**config.mk**
```make
export PLATFORM = sky130hd
export DESIGN_NAME = comparator
export DESIGN_NICKNAME = d
export VERILOG_FILES = /design/src/rtl/comparator_pkg.sv /design/src/rtl/comparator_sat_counter.sv /design/src/rtl/comparator.sv
export SDC_FILE = /design/constraint.sdc
export NUM_CORES = 1
export LEC_CHECK = 0
export ABC_AREA = 1
export BUFFER_PORTS_ARGS = -buffer_cell sky130_fd_sc_hd__buf_2
export CORE_MARGIN = 5
export CORE_UTILIZATION = 33
export DETAILED_ROUTE_END_ITERATION = 8
export GPL_ROUTABILITY_DRIVEN = 0
export PLACE_DENSITY_LB_ADDON = 0.3
export SLEW_MARGIN = 10
export SYNTH_ARGS = -nofsm -noshare
export SYNTH_HDL_FRONTEND = slang
export SYNTH_SLANG_ARGS = --single-unit
export TNS_END_PERCENT = 100
```
**constraint.sdc**
```tcl
create_clock -name clk -period 1.5 [get_ports clk]
set_input_delay 0.075 -clock clk [delete_from_list [all_inputs] [get_ports clk]]
set_output_delay 0.075 -clock clk [all_outputs]
set_load 0.1 [all_outputs]
```
**src/rtl/comparator_pkg.sv**
```systemverilog
// Shared types for the registered comparator: outcome encoding and its one-hot decode.
package comparator_pkg;

  typedef enum logic [1:0] {
    CMP_LT = 2'd0,
    CMP_EQ = 2'd1,
    CMP_GT = 2'd2
  } cmp_e;

  typedef struct packed {
    logic gt;
    logic eq;
    logic lt;
  } flags_t;

  localparam int NUM_OUTCOMES = 3;

  function automatic flags_t cmp_onehot(input cmp_e c);
    flags_t f;
    f = '0;
    case (c)
      CMP_LT:  f.lt = 1'b1;
      CMP_EQ:  f.eq = 1'b1;
      CMP_GT:  f.gt = 1'b1;
      default: f = '0;
    endcase
    return f;
  endfunction

endpackage

```
**src/rtl/comparator_sat_counter.sv**
```systemverilog
// Up-counter that sticks at its all-ones value instead of wrapping.
module sat_counter #(
  parameter int CNT_WIDTH = 8
) (
  input  logic                 clk,
  input  logic                 rst,
  input  logic                 inc,
  output logic [CNT_WIDTH-1:0] count
);

  logic [CNT_WIDTH-1:0] count_q;
  logic [CNT_WIDTH-1:0] count_d;

  always_comb begin
    count_d = count_q;
    if (inc && (count_q != {CNT_WIDTH{1'b1}})) begin
      count_d = count_q + 1'b1;
    end
  end

  always_ff @(posedge clk) begin
    if (rst) begin
      count_q <= '0;
    end else begin
      count_q <= count_d;
    end
  end

  assign count = count_q;

endmodule

```
**src/rtl/comparator.sv**
```systemverilog
// Registered magnitude comparator with one-hot Gt/Eq/Lt flags and saturating
// per-outcome counters; all outputs are taken straight from flops.
module comparator
  import comparator_pkg::*;
#(
  parameter int WIDTH     = 2,
  parameter int SIGNED    = 0,
  parameter int CNT_WIDTH = 8
) (
  input  logic                 clk,
  input  logic                 rst,
  input  logic                 in_valid,
  input  logic [WIDTH-1:0]     a,
  input  logic [WIDTH-1:0]     b,
  output logic                 out_valid,
  output logic                 Gt,
  output logic                 Eq,
  output logic                 Lt,
  output logic [CNT_WIDTH-1:0] gt_cnt,
  output logic [CNT_WIDTH-1:0] eq_cnt,
  output logic [CNT_WIDTH-1:0] lt_cnt
);

  logic   a_gt_b;
  logic   a_lt_b;
  cmp_e   outcome;
  flags_t flags_q;
  flags_t flags_d;
  logic   out_valid_q;
  logic   out_valid_d;

  // Equality is a pure bit-pattern test; only the ordering depends on SIGNED.
  if (SIGNED != 0) begin : g_signed
    assign a_gt_b = $signed(a) > $signed(b);
    assign a_lt_b = $signed(a) < $signed(b);
  end else begin : g_unsigned
    assign a_gt_b = a > b;
    assign a_lt_b = a < b;
  end

  always_comb begin
    outcome = CMP_EQ;
    if (a_gt_b) begin
      outcome = CMP_GT;
    end else if (a_lt_b) begin
      outcome = CMP_LT;
    end
  end

  always_comb begin
    flags_d     = flags_q;
    out_valid_d = in_valid;
    if (in_valid) begin
      flags_d = cmp_onehot(outcome);
    end
  end

  always_ff @(posedge clk) begin
    if (rst) begin
      flags_q     <= '0;
      out_valid_q <= 1'b0;
    end else begin
      flags_q     <= flags_d;
      out_valid_q <= out_valid_d;
    end
  end

  assign out_valid = out_valid_q;
  assign Gt        = flags_q.gt;
  assign Eq        = flags_q.eq;
  assign Lt        = flags_q.lt;

  logic [CNT_WIDTH-1:0] cnt_w [NUM_OUTCOMES];

  for (genvar gi = 0; gi < NUM_OUTCOMES; gi++) begin : g_cnt
    logic inc;
    assign inc = in_valid && (outcome == cmp_e'(2'(gi)));

    sat_counter #(
      .CNT_WIDTH(CNT_WIDTH)
    ) u_cnt (
      .clk  (clk),
      .rst  (rst),
      .inc  (inc),
      .count(cnt_w[gi])
    );
  end

  assign lt_cnt = cnt_w[CMP_LT];
  assign eq_cnt = cnt_w[CMP_EQ];
  assign gt_cnt = cnt_w[CMP_GT];

endmodule

```
==> qor.csv <==
metric,value,unit
CTS root buf,clkbuf_8,
Die X,79.6,um
largest family of logic cells by synthesized area,simple AND/OR/NAND/NOR gates,
Critical Path Start Type,flop,
"count leader, synth",nand2_1,
number of port buffers,34,
endpoints failing setup,0,
most frequent cell on the critical path,nor2_1,
DRC Markers,0,
ys flop type,dfxtp_1,
max frequency,732,MHz
starting density of the core,33.9,%
CP Capture Type,flop,
mux share of post-synthesis cell area,0,%
Hold WS,0.0707,ns
Post-DP Area,1890,um^2
core area,4720,um^2
CTS H-tree lvls,1,
GR Util met2,17.6,%
WP buf/inv,1,
largest net degree at the start of global routing,17,
clock latency on the worst-skew pair,0.27,ns
top post-synthesis cells by area,"dfxtp_1 35%, nand2_1 16%, nor2_1 10%, inv_1 8.9%, nand3_1 5.6%",
vias per inst,4.33,
DPL Wire Length,2630,um
Mapped Area,1600,um^2
clock transition at the registers of the reported paths,0.10,ns
share of the clock period used by the worst path,91.1,%
clock skew,0.00202,ns
CTS tree,built,
Post-Route WL,3410,um
IO Pins,35,
hold buffer count at CTS,0,
status,"complete, no violations",
Post-synth top cells,"68 x nand2_1, 44 x nor2_1, 38 x inv_1, 28 x dfxtp_1, 18 x nand3_1",
Sink Count,28,
worst path arrival time,1.58,ns
cell family with most CP delay,simple AND/OR/NAND/NOR gates,
min-delay worst type,in2reg,
count of cell types in the netlist,23,
final count of hold timing violations,0,
asr flop ratio synth,0,%
"Slew Viols, Final",0,
met1 Use GR,14.4,%
Rows,25,
CTS buffer count,3,
area delta synth->final,22.6,%
simple logic cell fraction of the synthesized area,40.8,%
CP Cell Sequence,ha_1 > nand2_2 > nor2_1 > nand2_2 > inv_1 > nor2_2 > nor2_1 > nor2_1,
pwr/cell area,958,nW/um^2
met3 GRT Util,2.82,%
DRT iter0 DRCs,46,
GRT Residual Overflow,0,
Post-Route Setup TNS,0,ns
routed len/inst,9.60,um
first-pass GRT wire length,5620,um
Post-synth EDFFs,0,
Crit-path slowest cell,dfxtp_4,
diodes inserted,0,
Period minus WS final,1.37,ns
GRT Util Overall,10.9,%
global routing's busiest layer,met2,
Pre-antenna DRT Iters,4,
syn_area_per_cell,6.35,um^2
ratio of cells with drive above 1 in the final layout,27.1,%
Synth Register Bits,28,
Synth Warn #,0,
HP Start,rst,
Synth top area share,35.0,%
slew of the pin with the lowest slew margin,0.495,ns
post-CTS setup buffers,0,
leakage,0.968,nW
routed vias,1538,
RSZ-0062 raised after global routing,false,
adder-cell share of the synthesized area,3.91,%
Mapped Cells,252,
crit-path max cell delay,0.37,ns
Crit Path Class,reg2reg,
Critical Path RT,1.71,ns
MaxCap Viol Count,0,
"Design Area, Final",1960,um^2
vias in the first global route,1253,
r2r startpoint,g_cnt[1].u_cnt.count[0],
Rel. slew slack,67.3,%
register area share after synthesis,35.0,%
post-synthesis compound-gate area fraction,7.04,%
Die Y,79.6,um
die area,6340,um^2
Detail Route Antenna Nets,0,
post-synth top area cell,dfxtp_1,
xor/xnor cell area share of the yosys netlist,2.19,%
fin nets,301,
Critical Path Source,g_cnt[1].u_cnt.count[0],
"Max FO, Critical Path",8,
Peak supply drop,762,uV
CTS max path bufs,2,
initial antenna violation count,0,
Synth Net Count,264,
[registers in the layout, summed over array words and instances, names as in the netlist]
| register | flops |
|---|---|
| out_valid | 1 |
| Gt | 1 |
| Lt | 1 |
| g_cnt.u_cnt.count | 24 |
| Eq | 1 |
[stage by stage]
stage | cells | setup slack [ns] | total power, mW | util (%)
after floorplan | 252 | 0.0105 | 1.23 | -
after global placement | 351 | 0.177 | 1.31 | 40.0
after detailed placement | 351 | 0.158 | 1.31 | 40.0
after CTS | 355 | 0.127 | 1.92 | 41.5
after global routing | 355 | 0.00655 | 2.00 | 41.5
final | 355 | 0.134 | 1.88 | 41.5
[cells in the final DEF, fill, tap and decap left out, types with 3 or more instances in the layout]
cell / n
nand2_1: 67
nor2_1: 44
inv_1: 38
buf_2: 34
nand3_1: 18
dfxtp_2: 18
a21oi_1: 14
o21ai_0: 6
dfxtp_4: 6
nor2_2: 5
nand2_2: 5
ha_1: 5
dfxtp_1: 4
nand4_1: 4
xor2_1: 3
nor3_1: 3
clkbuf_8: 3
buf_4: 3
[worst register-to-register path, stage by stage, from the launching register on]
cell	delay (ns)
dfxtp_4	0.37
ha_1	0.21
nand2_2	0.11
nor2_1	0.07
nand2_2	0.15
inv_1	0.07
nor2_2	0.18
nor2_1	0.06
nor2_1	0.09
[path summary, 6_finish.rpt]
kind,endpoint,slack (ns),depth (start not counted)
max,g_cnt[1].u_cnt.count[0],0.13,8
min,g_cnt[0].u_cnt.count[0],0.07,2
max reg2reg,g_cnt[1].u_cnt.count[0],0.13,8
min reg2reg,Gt,0.47,2
[final cells by class]
type                            count  area (um^2)
Clock inverter                      1         30.0
Multi-Input combinational cell    181          866
Clock buffer                        3         41.3
Fill cell                         504         2760
Sequential cell                    28          606
Inverter                           38          143
Tap cell                           67         83.8
Timing Repair Buffer               37          193
[where the power goes]
group / switching [mW] / total [mW] / internal (mW)
logic: 0.377 / 0.471 / 0.0939
clock network: 0.233 / 0.590 / 0.357
registers: 0.0382 / 0.817 / 0.779
total: 0.648 / 1.88 / 1.23
[per-layer routing]
metal  part of all wire (%)  up-vias
met3                    5.6        2
met4                   0.70        0
met5                      0        -
met2                     45       33
met1                     49      652
li1                       -      851
[timing repair]
item	CTS	global route
gates resized for setup	0	1
setup endpoints to repair	0	2
hold endpoints to repair	0	0
[cells by family (layout without fill, tap and decap cells)]
family | after synthesis | count (layout)
fa+ha+maj | 5 | 5
flops | 28 | 28
compound gates | 22 | 22
buf+inv | 43 | 79
simple gates | 150 | 150
xor+xnor | 4 | 4
Power figures use the tool's default switching activity.
